==> config.mk <==
export PLATFORM = sky130hd
export DESIGN_NAME = macro_cell_judge
export DESIGN_NICKNAME = d
export VERILOG_FILES = /design/src/rtl/jogo_pkg.sv /design/src/rtl/macro_cell_judge_line_checker.sv /design/src/rtl/macro_cell_judge.sv
export SDC_FILE = /design/constraint.sdc
export NUM_CORES = 1
export LEC_CHECK = 0
export ABC_AREA = 1
export CORE_AREA = 2 2 94 73
export CTS_BUF_LIST = sky130_fd_sc_hd__clkbuf_8
export CTS_CLUSTER_SIZE = 8
export DETAILED_ROUTE_END_ITERATION = 8
export DIE_AREA = 0 0 96 75
export DONT_BUFFER_PORTS = 1
export GPL_TIMING_DRIVEN = 0
export SKIP_CTS_REPAIR_TIMING = 1
export SYNTH_ARGS = -nofsm -noshare
export SYNTH_HDL_FRONTEND = slang
export SYNTH_SLANG_ARGS = --single-unit
==> constraint.sdc <==
create_clock -name clk -period 1.6 [get_ports clk]
set_clock_uncertainty 0.2 [all_clocks]
set_input_delay 0.16 -clock clk [delete_from_list [all_inputs] [get_ports clk]]
set_output_delay 0.16 -clock clk [all_outputs]
set_load 0.05 [all_outputs]
==> src/rtl/jogo_pkg.sv <==
// Shared encodings for the ultimate tic-tac-toe judge: cell/macro states, judge FSM states,
// winning-line masks and the verdict helper.
package jogo_pkg;

   typedef enum logic [1:0] {
      CELL_EMPTY   = 2'b00,
      CELL_P1      = 2'b01,
      CELL_P2      = 2'b10,
      CELL_NEUTRAL = 2'b11
   } cell_e;

   typedef enum logic [1:0] {
      MACRO_PENDING = 2'b00,
      MACRO_P1_WON  = 2'b01,
      MACRO_P2_WON  = 2'b10,
      MACRO_DRAW    = 2'b11
   } macro_e;

   typedef enum logic [2:0] {
      ST_IDLE  = 3'd0,
      ST_READ  = 3'd1,
      ST_DRAIN = 3'd2,
      ST_EVAL  = 3'd3,
      ST_WRITE = 3'd4,
      ST_DONE  = 3'd5
   } state_e;

   localparam int unsigned NUM_CELLS = 9;
   localparam int unsigned NUM_LINES = 8;
   localparam logic [3:0]  ADDR_FIRST = 4'd1;
   localparam logic [3:0]  ADDR_LAST  = 4'd9;

   // Bit k-1 of each mask selects micro cell k (row-major, cell 1 top-left).
   localparam logic [NUM_LINES-1:0][NUM_CELLS-1:0] LINE_MASKS = {
      9'b000_000_111,
      9'b000_111_000,
      9'b111_000_000,
      9'b001_001_001,
      9'b010_010_010,
      9'b100_100_100,
      9'b100_010_001,
      9'b001_010_100
   };

   function automatic macro_e judge(input logic p1_line, input logic p2_line, input logic full);
      if (p1_line && p2_line) return MACRO_DRAW;
      if (p1_line)            return MACRO_P1_WON;
      if (p2_line)            return MACRO_P2_WON;
      if (full)               return MACRO_DRAW;
      return MACRO_PENDING;
   endfunction

endpackage

==> src/rtl/macro_cell_judge_line_checker.sv <==
// Combinational scan of a 3x3 micro board: flags a complete line per player and a fully
// occupied board.
module line_checker
   import jogo_pkg::*;
(
   input  logic [NUM_CELLS-1:0][1:0] cells,
   output logic                      p1_line,
   output logic                      p2_line,
   output logic                      full
);

   logic [NUM_CELLS-1:0] w_is_p1;
   logic [NUM_CELLS-1:0] w_is_p2;

   always_comb begin
      w_is_p1 = '0;
      w_is_p2 = '0;
      full    = 1'b1;
      for (int unsigned k = 0; k < NUM_CELLS; k++) begin
         w_is_p1[k] = (cells[k] == CELL_P1);
         w_is_p2[k] = (cells[k] == CELL_P2);
         if (cells[k] == CELL_EMPTY) full = 1'b0;
      end
   end

   always_comb begin
      p1_line = 1'b0;
      p2_line = 1'b0;
      for (int unsigned l = 0; l < NUM_LINES; l++) begin
         if ((w_is_p1 & LINE_MASKS[l]) == LINE_MASKS[l]) p1_line = 1'b1;
         if ((w_is_p2 & LINE_MASKS[l]) == LINE_MASKS[l]) p2_line = 1'b1;
      end
   end

endmodule

==> src/rtl/macro_cell_judge.sv <==
// Reads a 9-cell micro board, judges it and writes the verdict to the macro board RAM.
// Optional JUDGE_SKIP_PENDING_EN: skip the WRITE state when the board is still in progress.
module macro_cell_judge
   import jogo_pkg::*;
(
   input  logic       clk,
   input  logic       reset_n,
   input  logic       start,
   input  logic [3:0] macro_addr,
   output logic [3:0] micro_addr,
   input  logic [1:0] micro_data,
   output logic       we,
   output logic [3:0] addr,
   output logic [1:0] data,
   output logic       busy,
   output logic       done,
   output logic [1:0] result
);

   state_e                   r_state;
   state_e                   w_next;
   logic [3:0]               r_cnt;
   logic [3:0]               r_pend;
   logic [3:0]               r_maddr;
   logic [NUM_CELLS-1:0][1:0] r_cells;
   logic [1:0]               r_result;
   logic                     w_p1;
   logic                     w_p2;
   logic                     w_full;
   macro_e                   w_verdict;
   logic                     w_addr_ok;

   line_checker u_line_checker (
      .cells   (r_cells),
      .p1_line (w_p1),
      .p2_line (w_p2),
      .full    (w_full)
   );

   assign w_verdict = judge(w_p1, w_p2, w_full);
   assign w_addr_ok = (r_maddr >= ADDR_FIRST) && (r_maddr <= ADDR_LAST);
   assign result    = r_result;

   always_ff @(posedge clk or negedge reset_n) begin
      if (!reset_n) r_state <= ST_IDLE;
      else          r_state <= w_next;
   end

   always_comb begin
      w_next = r_state;
      unique case (r_state)
         ST_IDLE:  if (start) w_next = ST_READ;
         ST_READ:  if (r_cnt == ADDR_LAST) w_next = ST_DRAIN;
         ST_DRAIN: w_next = ST_EVAL;
`ifdef JUDGE_SKIP_PENDING_EN
         ST_EVAL:  w_next = (w_verdict == MACRO_PENDING) ? ST_DONE : ST_WRITE;
`else
         ST_EVAL:  w_next = ST_WRITE;
`endif
         ST_WRITE: w_next = ST_DONE;
         ST_DONE:  w_next = ST_IDLE;
         default:  w_next = ST_IDLE;
      endcase
   end

   always_comb begin
      micro_addr = '0;
      we         = 1'b0;
      addr       = '0;
      data       = '0;
      busy       = (r_state != ST_IDLE);
      done       = (r_state == ST_DONE);
      if (r_state == ST_READ) micro_addr = r_cnt;
      if (r_state == ST_WRITE) begin
         we   = w_addr_ok;
         addr = r_maddr;
         data = r_result;
      end
   end

   // r_pend holds the address presented last cycle; its RAM data is on micro_data now.
   always_ff @(posedge clk or negedge reset_n) begin
      if (!reset_n) begin
         r_cnt    <= '0;
         r_pend   <= '0;
         r_maddr  <= '0;
         r_cells  <= '0;
         r_result <= '0;
      end else begin
         r_pend <= micro_addr;
         for (int unsigned k = 0; k < NUM_CELLS; k++) begin
            if (r_pend == 4'(k + 1)) r_cells[k] <= micro_data;
         end
         unique case (r_state)
            ST_IDLE: begin
               if (start) begin
                  r_maddr <= macro_addr;
                  r_cnt   <= ADDR_FIRST;
               end
            end
            ST_READ: r_cnt <= (r_cnt == ADDR_LAST) ? '0 : r_cnt + 4'd1;
            ST_EVAL: r_result <= w_verdict;
            default: ;
         endcase
      end
   end

endmodule

==> summary.md <==
| Metric | Value |
|---|---|
| Routed WL | 4030 um |
| Area leader, netlist | dfrtp_1 |
| Fmax | 521 MHz |
| Critical path class | reg -> out |
| CTS tree | done |
| Post-synth ARST share | 100% |
| Die H | roughly 75 um |
| Sequential area share after synthesis | 47.6% |
| Unique masters post-synth | 23 |
| Core ar. | slightly above 6000 um2 |
| DRC | 0 |
| Final Max Slew Viols | 0 |
| Vias per cell | roughly 4.5 |
| R2r endpoint | r_cnt[3]$_DFFE_PN0P_ |
| Gr usage total | 11.5% |
| Post-synth top area share | between 40 and 50% |
| Post-synth EDFFs | 0 |
| Crit. End Element | output pin |
| Hold/Removal Path Class | in -> reg |
| ANT nets after route | 0 |
| CP Launch Point | r_state[0]$_DFFE_PN0P_ |
| Multi-input logic area | between 800 and 900 um2 |
| DPL Wire Length | 2990 um |
| Final min period | about 1900 ps |
| Share of cells above drive strength 1 | between 10% and 20% |
| RSZ-0062 raised after global routing | yes |
| Critical Path Source Type | flop |
| CTS Buf Count | 5 |
| M3 GR Usage | 3.50% |
| GRT busiest layer | met1 |
| Worst EP required | about 1200 ps |
| Worst hold stages | 2 |
| Vias in the first global route | 1,283 |
| Antenna diodes | 0 |
| # fillers | about 640 |
| Crit path to | we |
| Leakage power | 1.13 nW |
| Clk root buf | clkbuf_8 |
| Io pins | 24 |
| NumNets Final | 282 |
| Status | complete, but fails checks |
| Synthesized Nets | about 260 |
| Drt pass-1 iters | 5 |
| Via Count | 1,576 |
| CTS clk-pin slew, worst paths | 70 ps |
| Yosys warnings | 0 |
| R2R setup slack | 0 ps |
| Row count | 25 |
| Synth Register Bits | 35 |
| Crit path max fanout | 7 |
| Register Area | 878 um2 |
| Die ar. | 7200 um2 |
| Die span in x | 96 um |
| Setup Viol. Count Final | 12 |
| Clk_lat worst skew | ~280 ps |
| Setup WS post-layout | -320 ps |
| Largest net degree at the start of global routing | 36 |
| Synth Cell Area | 1840 um2 |
| Reg2reg path depth | 8 |
| Power density cells | 2050 nW/um2 |
| Starting DRT DRC Count | 72 |
| Area contributors post-synth | dfrtp_1, nand2_1, nor2_1 |
| Worst-case clock buffer depth | 2 |
| Reg2reg start | r_state[0]$_DFFE_PN0P_ |
| DP Area | 1980 um2 |
| GR Util met1 | 17.9% |
| Mean Syn Cell Area | 7.31 um2 |
| Met2 usage | 15.0% |
| Failing checks | setup timing |
| Period utilization | 120% |
| Max cap viols | 0 |
| Most used flip-flop cell after synthesis | dfrtp_1 |
| Worst path arrival time | 1560 ps |
| Peak supply drop | 0.000601 V |
| H-tree depth | 2 |
| Layout area overhead | 22.6% |
| Worst-Margin Slew | 841 ps |
| Total clock sinks | 35 |
| Antenna violations before repair | 0 |
| Initial core utilization | roughly 30% |
| First-pass GRT wire length | 6230 um |
| Synth Instances | 252 |
| Final setup TNS | -3290 ps |
| Rel. slew slack | 43.6% |
| Placer Congestion | between 0.8 and 0.9 |
| Final hold vios | 0 |
| Routed WL per cell | 11.5 um |
| Overflow after GRT | 0 |
| Design area | 2260 um2 |
| I/O Buffers | 0 |
## metrics by stage
step           cells  hold slack (ps)  util (%)  total power [W]  setup WS, ps
2_1_floorplan    252             -336         -          0.00336          -264
3_3_place_gp     333             -334      31.9          0.00369          -400
3_5_place_dp     333             -334      31.9          0.00374          -406
4_1_cts          340             -647      33.3          0.00440          -726
5_1_grt          352             42.6      36.3          0.00504          -398
6_report         352             26.5      36.3          0.00463          -320
## synth_stat cells (2+ instances only)
library cell / instances
a21oi_1: 8
dfrtp_1: 35
ha_1: 2
inv_1: 40
inv_2: 3
nand2_1: 70
nand3_1: 8
nor2_1: 44
nor3_1: 4
o21ai_0: 24
o22ai_1: 2
## worst min path at each step
stage	from	to
4_1_cts	reset_n	r_cells[8]$_DFFE_PN0N_
6_report	micro_data[0]	r_cells[14]$_DFFE_PN0N_
3_5_place_dp	reset_n	r_cells[6]$_DFFE_PN0N_
3_3_place_gp	reset_n	r_cells[6]$_DFFE_PN0N_
5_1_grt	micro_data[0]	r_cells[8]$_DFFE_PN0N_
2_1_floorplan	reset_n	r_cells[0]$_DFFE_PN0N_
## where the power goes
| part | internal (W) | switching [W] |
|---|---|---|
| clock | 0.000338 | 0.000310 |
| combinational | 0.000724 | 0.00147 |
| sequential | 0.00130 | 0.000487 |
| total | 0.00236 | 0.00227 |
## flip-flops by register name, indices dropped and copies added, names as in the netlist
signal,count
r_cnt,4
r_state,3
r_pend,4
r_maddr,4
r_cells,18
result,2
## routing by layer
metal,part of all wire [%],vias up
met3,4.3,2
li1,-,817
met5,0,-
met4,0.30,0
met1,54,734
met2,41,23
## cells by family after synthesis
logic type               after synthesis  share of synthesized area [%]
AND/OR/NAND/NOR                      133                           30.7
XOR/XNOR                               1                          0.476
buffers and inverters                 43                           8.76
adder cells (fa/ha/maj)                2                           1.36
AO/OA/AOI/OAI                         38                           11.1
flip-flops                            35                           47.6
## final cells by class
class | count | share of cell area (%)
Timing Repair Buffer | 12 | 6.10
Inverter | 43 | 7.26
Clock buffer | 6 | 3.66
Clock inverter | 1 | 0.222
Sequential cell | 35 | 38.9
Multi-Input combinational cell | 174 | 39.4
Tap cell | 81 | 4.49
## placed cells by master (no fill, tap or decap), types with 2 or more instances in the layout
cell type,netlist,final
nand2_1,70,69
inv_1,40,39
nor2_1,44,34
dfrtp_1,35,33
o21ai_0,24,23
nor2_4,1,8
a21oi_1,8,8
nand3_1,8,8
clkbuf_8,0,6
dlygate4sd3_1,0,6
nor2_2,1,4
inv_2,3,3
nor3_4,1,2
nand2_4,1,2
nor3_1,4,2
o22ai_1,2,2
ha_1,2,2
buf_12,0,2
dfrtp_2,0,2
buf_4,0,2
buf_6,0,2
## critical path: stages (launching register included)
cell and delay (ps):
dfrtp_1 400, buf_6 130, nor2_4 130, nand2_4 120, nor3_4 490
Power figures use the tool's default switching activity.
